===== src/rtl/ps2_key_event_decoder_if.sv =====
// Byte-stream input and key-event output handshakes of the PS/2 key event decoder.
// The master is the system side: it drives scan bytes in and pops events out.
interface ps2_key_event_decoder_if;
  logic       in_valid;
  logic [7:0] in_data;
  logic       in_ready;
  logic       evt_valid;
  logic       evt_ready;
  logic [7:0] evt_code;
  logic       evt_ext;
  logic       evt_brk;
  logic [3:0] evt_mods;

  modport master (
    output in_valid, in_data, evt_ready,
    input  in_ready, evt_valid, evt_code, evt_ext, evt_brk, evt_mods
  );

  modport slave (
    input  in_valid, in_data, evt_ready,
    output in_ready, evt_valid, evt_code, evt_ext, evt_brk, evt_mods
  );
endinterface


===== src/rtl/ps2_key_event_decoder.sv =====
// PS/2 scan-code set 2 parser: prefix decoding, modifier and caps tracking,
// typematic repeat filtering, and an event FIFO drained by the CPU side.
module ps2_key_event_decoder #(
  parameter int FIFO_DEPTH    = 8,
  parameter int REPEAT_FILTER = 1,
  parameter int CNT_W         = 8
) (
  input  logic                 clk,
  input  logic                 rst_n,
  ps2_key_event_decoder_if.slave bus,
  output logic [3:0]           mods,
  output logic                 key_held,
  output logic [CNT_W-1:0]     rel_cnt,
  output logic                 overflow
);

  localparam int AW = $clog2(FIFO_DEPTH);
  localparam logic [AW:0] FULL_CNT = (AW+1)'(FIFO_DEPTH);

  localparam logic [2:0] S_IDLE    = 3'd0;
  localparam logic [2:0] S_EXT     = 3'd1;
  localparam logic [2:0] S_BRK     = 3'd2;
  localparam logic [2:0] S_EXT_BRK = 3'd3;
  localparam logic [2:0] S_SKIP    = 3'd4;

  // Modifier bit order: lshift, rshift, lctrl, rctrl, lalt, ralt (bit 0 first).
  localparam logic [47:0] MOD_CODES = {8'h11, 8'h11, 8'h14, 8'h14, 8'h59, 8'h12};
  localparam logic [5:0]  MOD_EXT   = 6'b101000;

  logic [2:0]       state_q, state_d;
  logic [2:0]       skip_cnt_q, skip_cnt_d;
  logic [5:0]       mod_q, mod_d, mod_hit;
  logic             caps_q, caps_d;
  logic [7:0]       last_code_q, last_code_d;
  logic             last_ext_q, last_ext_d;
  logic             last_valid_q, last_valid_d;
  logic [CNT_W-1:0] rel_cnt_q, rel_cnt_d;
  logic             overflow_q, overflow_d;
  logic [AW-1:0]    wr_ptr_q, wr_ptr_d, rd_ptr_q, rd_ptr_d;
  logic [AW:0]      count_q, count_d;
  logic [13:0]      mem_q [FIFO_DEPTH];

  logic       accept, emit, ev_ext, ev_brk, is_repeat, take, push, pop;
  logic [3:0] mods_d;
  logic [13:0] head;

  assign bus.in_ready = (count_q != FULL_CNT);
  assign accept       = bus.in_valid & bus.in_ready;

  always_comb begin
    state_d    = state_q;
    skip_cnt_d = skip_cnt_q;
    emit       = 1'b0;
    ev_ext     = 1'b0;
    ev_brk     = 1'b0;
    if (accept) begin
      case (state_q)
        S_IDLE: begin
          case (bus.in_data)
            8'hE0: state_d = S_EXT;
            8'hF0: state_d = S_BRK;
            8'hE1: begin
              state_d    = S_SKIP;
              skip_cnt_d = 3'd7;
            end
            8'hAA, 8'hFA, 8'hEE, 8'hFE, 8'h00, 8'hFF: state_d = S_IDLE;
            default: emit = 1'b1;
          endcase
        end
        S_EXT: begin
          if (bus.in_data == 8'hF0) begin
            state_d = S_EXT_BRK;
          end else if (bus.in_data != 8'hE0) begin
            emit    = 1'b1;
            ev_ext  = 1'b1;
            state_d = S_IDLE;
          end
        end
        S_BRK: begin
          emit    = 1'b1;
          ev_brk  = 1'b1;
          state_d = S_IDLE;
        end
        S_EXT_BRK: begin
          emit    = 1'b1;
          ev_ext  = 1'b1;
          ev_brk  = 1'b1;
          state_d = S_IDLE;
        end
        S_SKIP: begin
          skip_cnt_d = skip_cnt_q - 3'd1;
          if (skip_cnt_q == 3'd1) state_d = S_IDLE;
        end
        default: state_d = S_IDLE;
      endcase
    end
  end

  // A filtered repeat is dropped before any side effect, caps included.
  assign is_repeat = (REPEAT_FILTER != 0) && !ev_brk && last_valid_q &&
                     (last_ext_q == ev_ext) && (last_code_q == bus.in_data);
  assign take = emit & ~is_repeat;

  genvar gi;
  generate
    for (gi = 0; gi < 6; gi++) begin : g_mod
      assign mod_hit[gi] = take && (bus.in_data == MOD_CODES[gi*8 +: 8]) &&
                           (ev_ext == MOD_EXT[gi]);
      assign mod_d[gi]   = mod_hit[gi] ? ~ev_brk : mod_q[gi];
    end
  endgenerate

  assign caps_d = caps_q ^ (take & ~ev_brk & ~ev_ext & (bus.in_data == 8'h58));
  assign mods_d = {caps_d, mod_d[5] | mod_d[4], mod_d[3] | mod_d[2], mod_d[1] | mod_d[0]};

  always_comb begin
    last_code_d  = last_code_q;
    last_ext_d   = last_ext_q;
    last_valid_d = last_valid_q;
    if (take && !ev_brk) begin
      last_code_d  = bus.in_data;
      last_ext_d   = ev_ext;
      last_valid_d = 1'b1;
    end else if (take && ev_brk && last_ext_q == ev_ext && last_code_q == bus.in_data) begin
      last_valid_d = 1'b0;
    end
  end

  assign rel_cnt_d  = (take & ev_brk) ? rel_cnt_q + CNT_W'(1) : rel_cnt_q;
  assign overflow_d = overflow_q | (bus.in_valid & ~bus.in_ready);

  assign push     = take;
  assign pop      = bus.evt_ready & bus.evt_valid;
  assign wr_ptr_d = push ? wr_ptr_q + AW'(1) : wr_ptr_q;
  assign rd_ptr_d = pop  ? rd_ptr_q + AW'(1) : rd_ptr_q;

  always_comb begin
    count_d = count_q;
    case ({push, pop})
      2'b10:   count_d = count_q + (AW+1)'(1);
      2'b01:   count_d = count_q - (AW+1)'(1);
      default: count_d = count_q;
    endcase
  end

  always_ff @(posedge clk or negedge rst_n) begin
    if (!rst_n) begin
      state_q      <= S_IDLE;
      skip_cnt_q   <= '0;
      mod_q        <= '0;
      caps_q       <= 1'b0;
      last_code_q  <= '0;
      last_ext_q   <= 1'b0;
      last_valid_q <= 1'b0;
      rel_cnt_q    <= '0;
      overflow_q   <= 1'b0;
      wr_ptr_q     <= '0;
      rd_ptr_q     <= '0;
      count_q      <= '0;
    end else begin
      state_q      <= state_d;
      skip_cnt_q   <= skip_cnt_d;
      mod_q        <= mod_d;
      caps_q       <= caps_d;
      last_code_q  <= last_code_d;
      last_ext_q   <= last_ext_d;
      last_valid_q <= last_valid_d;
      rel_cnt_q    <= rel_cnt_d;
      overflow_q   <= overflow_d;
      wr_ptr_q     <= wr_ptr_d;
      rd_ptr_q     <= rd_ptr_d;
      count_q      <= count_d;
    end
  end

  // Storage is not reset; the head fields are masked while the FIFO is empty.
  always_ff @(posedge clk) begin
    if (push) mem_q[wr_ptr_q] <= {mods_d, ev_ext, ev_brk, bus.in_data};
  end

  assign head          = mem_q[rd_ptr_q];
  assign bus.evt_valid = (count_q != '0);
  assign bus.evt_code  = bus.evt_valid ? head[7:0]   : 8'h00;
  assign bus.evt_brk   = bus.evt_valid ? head[8]     : 1'b0;
  assign bus.evt_ext   = bus.evt_valid ? head[9]     : 1'b0;
  assign bus.evt_mods  = bus.evt_valid ? head[13:10] : 4'h0;

  assign mods     = {caps_q, mod_q[5] | mod_q[4], mod_q[3] | mod_q[2], mod_q[1] | mod_q[0]};
  assign key_held = last_valid_q;
  assign rel_cnt  = rel_cnt_q;
  assign overflow = overflow_q;

endmodule


===== src/flat_wrapper.sv =====
// flat-port wrapper written by rule: the top's interface ports become plain ports
module ps2_key_event_decoder_flat 
#(
  parameter int FIFO_DEPTH    = 8,
  parameter int REPEAT_FILTER = 1,
  parameter int CNT_W         = 8
)
  (clk, rst_n, mods, key_held, rel_cnt, overflow, bus_in_valid, bus_in_data, bus_evt_ready, bus_in_ready, bus_evt_valid, bus_evt_code, bus_evt_ext, bus_evt_brk, bus_evt_mods);
  ps2_key_event_decoder_if bus_i ();
  input  logic clk;
  input  logic rst_n;
  output logic [3:0] mods;
  output logic key_held;
  output logic [CNT_W-1:0] rel_cnt;
  output logic overflow;
  input wire logic [$bits(bus_i.in_valid)-1:0] bus_in_valid;
  input wire logic [$bits(bus_i.in_data)-1:0] bus_in_data;
  input wire logic [$bits(bus_i.evt_ready)-1:0] bus_evt_ready;
  output wire logic [$bits(bus_i.in_ready)-1:0] bus_in_ready;
  output wire logic [$bits(bus_i.evt_valid)-1:0] bus_evt_valid;
  output wire logic [$bits(bus_i.evt_code)-1:0] bus_evt_code;
  output wire logic [$bits(bus_i.evt_ext)-1:0] bus_evt_ext;
  output wire logic [$bits(bus_i.evt_brk)-1:0] bus_evt_brk;
  output wire logic [$bits(bus_i.evt_mods)-1:0] bus_evt_mods;
  assign bus_i.in_valid = bus_in_valid;
  assign bus_i.in_data = bus_in_data;
  assign bus_i.evt_ready = bus_evt_ready;
  assign bus_in_ready = bus_i.in_ready;
  assign bus_evt_valid = bus_i.evt_valid;
  assign bus_evt_code = bus_i.evt_code;
  assign bus_evt_ext = bus_i.evt_ext;
  assign bus_evt_brk = bus_i.evt_brk;
  assign bus_evt_mods = bus_i.evt_mods;
  ps2_key_event_decoder #(.FIFO_DEPTH(FIFO_DEPTH), .REPEAT_FILTER(REPEAT_FILTER), .CNT_W(CNT_W)) u_core (.clk(clk), .rst_n(rst_n), .bus(bus_i), .mods(mods), .key_held(key_held), .rel_cnt(rel_cnt), .overflow(overflow));
endmodule

===== config.mk =====
export PLATFORM = sky130hd
export DESIGN_NAME = ps2_key_event_decoder_flat
export DESIGN_NICKNAME = d
export VERILOG_FILES = /design/src/rtl/ps2_key_event_decoder_if.sv /design/src/rtl/ps2_key_event_decoder.sv /design/src/flat_wrapper.sv
export SDC_FILE = /design/constraint.sdc
export NUM_CORES = 1
export LEC_CHECK = 0
export CAP_MARGIN = 30
export CELL_PAD_IN_SITES_DETAIL_PLACEMENT = 0
export CELL_PAD_IN_SITES_GLOBAL_PLACEMENT = 1
export CORE_MARGIN = 8
export CORE_UTILIZATION = 45
export CTS_CLUSTER_DIAMETER = 60
export DETAILED_ROUTE_END_ITERATION = 10
export GPL_ROUTABILITY_DRIVEN = 1
export PLACE_DENSITY = 0.85
export SLEW_MARGIN = 10
export SYNTH_ARGS = -nofsm -noshare
export SYNTH_HDL_FRONTEND = slang
export SYNTH_SLANG_ARGS = --single-unit

===== constraint.sdc =====
create_clock -name clk -period 3.5 [get_ports clk]
set_clock_uncertainty 0.05 [all_clocks]
set_input_delay 0.875 -clock clk [delete_from_list [all_inputs] [get_ports clk]]
set_output_delay 0.875 -clock clk [all_outputs]
set_load 0.02 [all_outputs]

==> results of run 1 <==
==> power by group <==
group          switching, W  internal, W  leakage, nW  total [W]
registers          0.000244      0.00230         1.54    0.00255
logic               0.00116      0.00126         1.43    0.00242
clock network      0.000732      0.00107        0.284    0.00180
total               0.00214      0.00462         3.25    0.00676
==> synth_stat cells (2+ instances only) <==
cell / instances
o21ai_0: 5
mux2_2: 5
a31oi_1: 7
xnor2_1: 18
mux4_2: 28
nor2b_1: 4
or2_2: 5
and3_1: 3
mux2_1: 2
nor4_1: 9
nand4_1: 8
nand3_1: 6
buf_1: 4
inv_1: 9
clkbuf_1: 14
o21bai_1: 3
mux2i_1: 14
nand2_1: 19
a41o_1: 2
and2_1: 3
a211o_1: 2
nor3b_1: 2
buf_2: 5
nor3_1: 10
ha_1: 8
nor2_1: 29
xor2_1: 7
edfxtp_1: 112
or4b_4: 2
mux2_4: 8
dfrtp_1: 42
buf_6: 6
nor4b_1: 3
a21oi_1: 5
nand3b_1: 2
nand2b_1: 3
==> worst register-to-register path: stages, from the launching register on <==
cell	delay, ps
dfrtp_1	450
or4b_4	620
nand2_1	120
buf_4	150
o21ai_2	80
nand4_2	110
nand3b_1	180
ha_1	250
buf_4	140
nor2b_1	160
a21oi_1	90
o32a_1	280
nor2_1	110
xor2_1	150
==> registers in the layout, indices dropped and copies added (netlist names) <==
| signal | count |
|---|---|
| u_core.caps_q | 1 |
| u_core.skip_cnt_q | 3 |
| u_core.rd_ptr_q | 3 |
| u_core.state_q | 3 |
| u_core.last_code_q | 8 |
| u_core.wr_ptr_q | 3 |
| u_core.last_ext_q | 1 |
| u_core.mod_q | 6 |
| u_core.rel_cnt | 8 |
| u_core.overflow | 1 |
| u_core.key_held | 1 |
| u_core.mem_q | 112 |
| u_core.count_q | 4 |
==> layer usage <==
layer / wire (µm) / part of all wire / GRT usage / up-vias
met5: 0 / 0 / 0 / -
met4: 306 / 0.020 / 0.0571 / 0
met3: 868 / 0.057 / 0.0513 / 21
met2: 7690 / 0.51 / 0.272 / 110
met1: 6300 / 0.42 / 0.194 / 2102
li1: - / - / - / 1881
==> cell families after synthesis <==
family | after synthesis
DFF | 154
and+or+nand+nor | 120
muxes | 57
buffers and inverters | 40
AOI/OAI and AO/OA | 37
xor gates and xnor gates | 25
adders and majority gates | 8
==> through the flow <==
step / util / hold slack (ps) / TNS (ps) / area (µm²) / std cells
2_1_floorplan: - / 406 / -8610 / 6940 / 441
3_3_place_gp: 0.533 / 419 / -35400 / 8010 / 701
3_5_place_dp: 0.533 / 418 / -46190 / 8010 / 701
4_1_cts: 0.573 / 430 / 0 / 8610 / 734
5_1_grt: 0.576 / 265 / 0 / 8660 / 737
6_report: 0.576 / 275 / 0 / 8660 / 737
==> cell type report <==
class	instances	area, µm²
clock inverters	10	106
inverters	10	40.0
well taps	188	235
clock buffers	22	484
fillers	1135	6380
flip-flops and latches	154	4420
repair buffers	106	1050
multi-input cells	247	2330
==> what timing repair did <==
action / 4_1_cts / 5_1_grt
pin swaps: 5 / 6
endpoints found under the setup margin: 11 / 5
setup buffers: 1 / 0
resized for setup: 5 / 12
cloned: 0 / 1
==> how the worst max path moves through the flow <==
stage	start	end	slack (ps)
finish	bus_in_data[6]	u_core.count_q[2]$_DFFE_PN0P_	120
global route	bus_in_data[6]	u_core.count_q[2]$_DFFE_PN0P_	3
CTS	bus_in_data[4]	u_core.mem_q[2][12]$_DFFE_PP_	7
detailed placement	bus_in_data[0]	u_core.count_q[2]$_DFFE_PN0P_	-640
global placement	bus_in_data[2]	u_core.count_q[2]$_DFFE_PN0P_	-490
floorplan	bus_in_data[0]	u_core.mem_q[2][0]$_DFFE_PP_	-190
==> reports/metrics.cfg, run 1 <==
[sta]
fin_crit_ps = 3380
rsz0062_at_grt = no
final_max_slew_viol_count = 0
setup_ws_ps = 124
timing.final.crit_share = 0.964
hold_viol = 0
relSlewSlack = 0.690
worst_pin_slew_ps = 465
final-setup-viol-count = 0
fmax_ghz = 0.296

[synth]
synth_top_family_by_area = multiplexers
yosysUniqueCellTypes = 63
synthesis.area_um2 = 6870
synth.top_cell.area_share = 0.490
ys_ff_latch = 154
syn_inst = 441
syn_avg_cell_area_um2 = 15.6
yosysTopAreaCell = edfxtp_1
yosys.area_share.simple = 0.0982
synth-xor-area-share = 0.0319
yosys_most_used_dff = edfxtp_1
synth.area.mux_share = 0.141
synth_fa_ha_area_frac = 0.0146
synth_compound_area_frac = 0.0412
syn_nets = 461
synth_area_leaders = edfxtp_1, dfrtp_1, mux4_2
async_flop_share = 0.273
yosys_warnings = 0
synth_edf_count = 112
synth_seq_area_share = 0.643

[global_routing]
antenna_found_initial = 0
grt_pass1_wl_um = 24100
grt_pass1_vias = 4438
overflow = 0
grt_max_degree = 43
grt_usage = 0.162

[route]
vias_per_cell = 5.58
drc = 0
wirelength_um = 15200
dr_total_vias = 4114
drt_iter0_drc = 294
wl_per_cell_um = 20.6
first_pass_iters = 4
drtAntennaViolNets = 0

[die]
die_x_um = 140
ios = 42
coreArea_um2 = 15000
num_rows = 45
fp.dieH_um = 140
start_util = 0.457
die-area_um2 = 19500

[setup_path]
worst_path_most_repeated_cell = xor2_1
critPathRequiredTime_ps = 3780
r2r_setup_slack_ps = 480
path_max_fanout = 4
worst-path-stages = 13
path_class = input pin to flip-flop
r2r_cells = 13
end_kind = flip-flop
crit_path_top_delay_cell = clkdlybuf4s50_1
cpPeakStageDelay_ps = 570
crit_family = simple AND/OR/NAND/NOR gates
path_buf_inv = 1
r2r-end = u_core.count_q[3]$_DFFE_PN0P_
arrival_ps = 3660
crit-reg2reg-launch = u_core.count_q[2]$_DFFE_PN0P_
cp_cell_sequence = clkdlybuf4s50_1 -> nand3_2 -> or3_4 -> a41o_1 -> a21oi_2 -> nand3b_1 -> ha_4 -> xor2_1 -> ha_2 -> a21oi_2 -> xor2_1 -> nor2_1 -> xor2_1
start_kind = input pin

[clocking]
cts.path.max_buffers = 2
cts_buffers = 17
cts.sinks = 154
tritoncts = built
cts_hold_buf = 0
htreeDepth = 4
root_buffer = clkbuf_16
clk_latency_ps = 420
clk_pin_slew_ps = 60

[pwr]
total_power_w = 0.00676
pwr_density_cell_nw_per_um2 = 781
peakVddDrop_mv = 0.418
p_leak_nw = 3.25

[job]
drv_cap = 0

[final_layout]
area_growth_pct = 26.0
final_cell_mix = edfxtp_1, buf_4, dfrtp_1
antenna_cells = 0
nets = 556
layout_commonest_cell = edfxtp_1
final_layout_size_suffix_gt1_frac = 0.319

[place]
port_buffers = 41
routabilityCongestion = 0.863
dp_slack_ps = -639
dp_hpwl_um = 9680

[status]
status = finished, final reports clean

[worst_hold_path]
hold_class = input pin to asynchronous set/reset pin

No activity file was read; power rests on OpenSTA's default activity.
==> inputs of run 2 (changes only) <==
- CORE_ASPECT_RATIO: default -> 0.9
==> reports/metrics.cfg, run 2 (synthesis results as in run 1) <==
[status]
status = finished, final reports clean

[final_layout]
nets = 559  ; +0.54%
stdcell_count = 754  ; +2.3%
final_layout_size_suffix_gt1_frac = 0.319  ; about the same
largest_register_ffs = 112  ; unchanged
num-fill-cells = 1187  ; +4.6%
layout_commonest_cell = edfxtp_1
antenna_cells = 0  ; unchanged
final_cell_mix = edfxtp_1, buf_4, dfrtp_1
top_register = u_core.mem_q
area_growth_pct = 25.5
multi_input_area_um2 = 2350  ; +1.2%
regArea_um2 = 4420  ; unchanged

[sta]
fmax_ghz = 0.295  ; -0.40%
rsz0062_at_grt = no
fin_tns_setup_ps = 0  ; unchanged
hold_viol = 0  ; unchanged
worst_pin_slew_ps = 984  ; +519 ps
timing.final.crit_share = 0.968  ; +0.00384
relSlewSlack = 0.339  ; -0.351
final_max_slew_viol_count = 0  ; unchanged
fin_crit_ps = 3390  ; +13.4 ps
final-setup-viol-count = 0  ; unchanged

[pwr]
p_leak_nw = 3.20  ; -1.6%
total_power_w = 0.00661  ; -2.3%
pwr_density_cell_nw_per_um2 = 766  ; -1.9%
peakVddDrop_mv = 0.427  ; +2.0%

[clocking]
clk_latency_ps = 430  ; about the same
cts.sinks = 154  ; unchanged
cts_hold_buf = 0  ; unchanged
root_buffer = clkbuf_16
clk_pin_slew_ps = 60  ; about the same
htreeDepth = 4  ; unchanged
cts_buffers = 17  ; unchanged
tritoncts = built
cts.path.max_buffers = 2  ; unchanged

[place]
port_buffers = 41  ; unchanged
dp_hpwl_um = 9600  ; -0.85%
post-place-cells = 720  ; +2.7%
routabilityCongestion = 0.805  ; -6.7%

[die]
num_rows = 43  ; -4.4%
start_util = 0.453  ; -0.00418
die-area_um2 = 19500  ; about the same
fp.dieH_um = 133  ; -4.5%
die_x_um = 146  ; +4.8%
coreArea_um2 = 15200  ; +0.92%
ios = 42  ; unchanged

[route]
drt_iter0_drc = 315  ; +7.1%
dr_total_vias = 4076  ; -0.92%
first_pass_iters = 5  ; +1
vias_per_cell = 5.41  ; -3.2%
drtAntennaViolNets = 0  ; unchanged
wl_per_cell_um = 19.4  ; -5.9%
drc = 0  ; unchanged
wirelength_um = 14600  ; -3.7%

[setup_path]
cpPeakStageDelay_ps = 490  ; -80 ps
end_kind = flip-flop
arrival_ps = 3690  ; +30 ps
crit_family = simple AND/OR/NAND/NOR gates
cp_cell_sequence = dlygate4sd2_1 -> or4b_4 -> or3_4 -> a41o_1 -> a21oi_2 -> nand3b_1 -> ha_4 -> xor2_1 -> ha_2 -> a21oi_2 -> xor2_1 -> nor2_1 -> xor2_1
worst_path_most_repeated_cell = xor2_1
path_class = input pin to flip-flop
path_buf_inv = 1  ; unchanged
crit_path_top_delay_cell = or4b_4
r2r_setup_slack_ps = 450  ; -30 ps
path_max_fanout = 3  ; -1
critPathRequiredTime_ps = 3800  ; +20 ps
start_kind = input pin

[global_routing]
grt_pass1_wl_um = 23200  ; -3.7%
antenna_found_initial = 0  ; unchanged
grt_pass1_vias = 4225  ; -4.8%
grt_max_degree = 31  ; -28%
overflow = 0  ; unchanged
grt_usage = 0.157  ; -0.00537

[job]
drv_cap = 0  ; unchanged

[worst_hold_path]
hold_class = input pin to asynchronous set/reset pin

==> run 2: metal layers <==
metal  global-route usage  vias up  wire length [µm]
met2                0.260       84              7360
met3               0.0492       18               673
met5                    0        -                 0
met1                0.191     2082              6340
li1                     -     1892                 -
met4               0.0549        0               219
==> run 2: final cells by class <==
cell class	instances	area share
Inverter	10	0.00465
Multi-Input combinational cell	247	0.273
Timing Repair Buffer	109	0.117
Clock inverter	13	0.0135
Clock buffer	19	0.0502
Sequential cell	154	0.512
Tap cell	202	0.0293
==> run 2: timing repair <==
action	in CTS	in global routing
gates cloned	0	0
setup buffers	0	2
pin swaps	2	6
resized for setup	5	12
setup endpoints to repair	72	16
==> run 2: power breakdown <==
part           total [W]  internal [W]  leakage (nW)  switching, W
Sequential       0.00255       0.00230          1.54      0.000251
Combinational    0.00234       0.00122          1.40       0.00112
Clock            0.00171      0.000980         0.256      0.000733
==> run 2: path summary, 6_finish.rpt <==
kind / cells after the start / start / endpoint
worst max-delay path: 13 / bus_in_data[3] / u_core.count_q[2]$_DFFE_PN0P_
worst min-delay path: 1 / rst_n / u_core.state_q[0]$_DFFE_PN0P_
worst max register to register: 14 / u_core.count_q[2]$_DFFE_PN0P_ / u_core.count_q[2]$_DFFE_PN0P_
worst min register to register: 1 / u_core.overflow$_DFF_PN0_ / u_core.overflow$_DFF_PN0_
max in group asynchronous: 2 / rst_n / u_core.rd_ptr_q[0]$_DFFE_PN0P_
min in group clk: 1 / u_core.overflow$_DFF_PN0_ / u_core.overflow$_DFF_PN0_
==> run 2: stage by stage <==
step                      setup slack (ps)  instance area [µm²]  hold WS (ps)   util
final                                  111                 8620           312  0.568
after global routing                  4.60                 8620           313  0.568
after CTS                             40.0                 8580           304  0.565
after detailed placement              -617                 8030           419  0.529
after global placement                -530                 8010           415  0.528
after floorplan                       -191                 6940           406      -
==> inputs of run 3 (changes only) <==
- PLACE_DENSITY: 0.85 -> 0.73
==> reports/metrics.cfg, run 3 (synthesis results as in run 1) <==
[route]
drc = 0  ; unchanged
wl_per_cell_um = 19.6  ; +1.0%
drtAntennaViolNets = 0  ; unchanged
vias_per_cell = 5.39  ; -0.21%
first_pass_iters = 4  ; -1
wirelength_um = 14900  ; +1.8%
dr_total_vias = 4100  ; +0.59%
drt_iter0_drc = 178  ; -43%

[clocking]
root_buffer = clkbuf_16
clk_pin_slew_ps = 60  ; about the same
htreeDepth = 4  ; unchanged
tritoncts = built
cts.path.max_buffers = 2  ; unchanged
cts.sinks = 154  ; unchanged
cts_buffers = 17  ; unchanged
clk_latency_ps = 430  ; about the same

[final_layout]
largest_register_ffs = 112  ; unchanged
final_core_util = 0.575  ; +0.00734
top_register = u_core.mem_q
design_area_um2 = 8730  ; +1.3%
area_growth_pct = 27.1
antenna_cells = 0  ; unchanged
layout_commonest_cell = edfxtp_1
nets = 565  ; +1.1%
final_cell_mix = edfxtp_1, buf_4, dfrtp_1
final_layout_size_suffix_gt1_frac = 0.328  ; +0.00912

[sta]
fin_crit_ps = 3380  ; -5.56 ps
final_max_slew_viol_count = 0  ; unchanged
final-setup-viol-count = 0  ; unchanged
rsz0062_at_grt = no
holdWs_ps = 340  ; +28.0 ps
fmax_ghz = 0.296  ; +0.16%
worst_pin_slew_ps = 976  ; -8.14 ps
timing.final.crit_share = 0.967  ; -0.00159
hold_viol = 0  ; unchanged
relSlewSlack = 0.344  ; +0.00547

[global_routing]
busiest_layer = met2
use_met1 = 0.193  ; +0.00168
antenna_found_initial = 0  ; unchanged
grt_max_degree = 31  ; unchanged
grt_use_met2 = 0.269  ; +0.00899
grt_pass1_wl_um = 23400  ; +0.86%
overflow = 0  ; unchanged
grt_pass1_vias = 4191  ; -0.80%
met3_usage = 0.0498  ; +0.000678
grt_usage = 0.159  ; +0.00244

[setup_path]
r2r_cells = 13  ; -1
critPathRequiredTime_ps = 3800  ; about the same
r2r-end = u_core.count_q[3]$_DFFE_PN0P_
r2r_setup_slack_ps = 530  ; +80 ps
start_kind = input pin
arrival_ps = 3680  ; about the same
crit-reg2reg-launch = u_core.count_q[2]$_DFFE_PN0P_
path_class = input pin to flip-flop
end_kind = flip-flop
path_max_fanout = 4  ; +1

[worst_hold_path]
hold_class = input pin to asynchronous set/reset pin

[die]
start_util = 0.453  ; unchanged
num_rows = 43  ; unchanged
die-area_um2 = 19500  ; unchanged
fp.dieH_um = 133  ; unchanged
coreArea_um2 = 15200  ; unchanged
die_x_um = 146  ; unchanged
ios = 42  ; unchanged

[pwr]
p_leak_nw = 3.28  ; +2.5%
peakVddDrop_mv = 0.382  ; -10%
pwr_density_cell_nw_per_um2 = 790  ; +3.1%
total_power_w = 0.00690  ; +4.4%

[place]
port_buffers = 41  ; unchanged
routabilityCongestion = 0.805  ; about the same
dp_hpwl_um = 10200  ; +5.8%
place_area_um2 = 8070  ; +0.50%

[job]
drv_cap = 0  ; unchanged

[status]
status = finished, final reports clean

-- run 3: repair_timing --
item / CTS / global route
setup buffers: 1 / 0
hold buffers: 0 / 0
hold endpoints to repair: 0 / 0
gates cloned: 0 / 0
resized for setup: 6 / 6
pin swaps: 4 / 6
endpoints found under the setup margin: 40 / 2
-- run 3: area by class of cell --
class / count / area (µm²)
Tap cell: 202 / 253
Fill cell: 1214 / 6440
Multi-Input combinational cell: 247 / 2340
Inverter: 10 / 40.0
Clock inverter: 12 / 185
Timing Repair Buffer: 115 / 1040
Clock buffer: 20 / 457
Sequential cell: 154 / 4420
-- run 3: worst max-delay path: stages --
cell	delay [ps]
dlygate4sd2_1	260
or4b_4	490
or3_4	380
a41o_1	270
a21oi_2	190
nand3b_1	240
ha_2	250
nor2b_1	130
a21oi_1	50
o32a_1	280
nor2_1	110
xor2_1	160
-- run 3: worst max-delay path by stage --
stage	from	cells past startpoint	end
after floorplan	bus_in_data[0]	8	u_core.mem_q[2][0]$_DFFE_PP_
after global placement	bus_in_data[1]	10	u_core.mem_q[4][13]$_DFFE_PP_
after detailed placement	bus_in_data[1]	10	u_core.mem_q[7][13]$_DFFE_PP_
after CTS	bus_in_data[2]	13	u_core.count_q[2]$_DFFE_PN0P_
after global routing	bus_in_data[3]	13	u_core.count_q[2]$_DFFE_PN0P_
final	bus_in_data[3]	12	u_core.count_q[3]$_DFFE_PN0P_
-- run 3: stage by stage --
stage                     setup WS [ps]  std cells  setup TNS [ps]
after floorplan                    -191        441           -8610
after global placement             -561        726          -51730
after detailed placement           -602        727          -60820
after CTS                          15.5        760               0
after global routing               12.6        760               0
final                               116        760               0
-- run 3: layer usage --
metal	wire [µm]	share of wire
met3	504	0.034
met2	7660	0.52
met4	180	0.012
met5	0	0
met1	6520	0.44
-- run 3: power by group --
part | internal (W) | switching [W] | leakage [nW]
Combinational | 0.00123 | 0.00117 | 1.42
Clock | 0.00124 | 0.000729 | 0.317
Sequential | 0.00230 | 0.000226 | 1.54
Total | 0.00478 | 0.00212 | 3.28
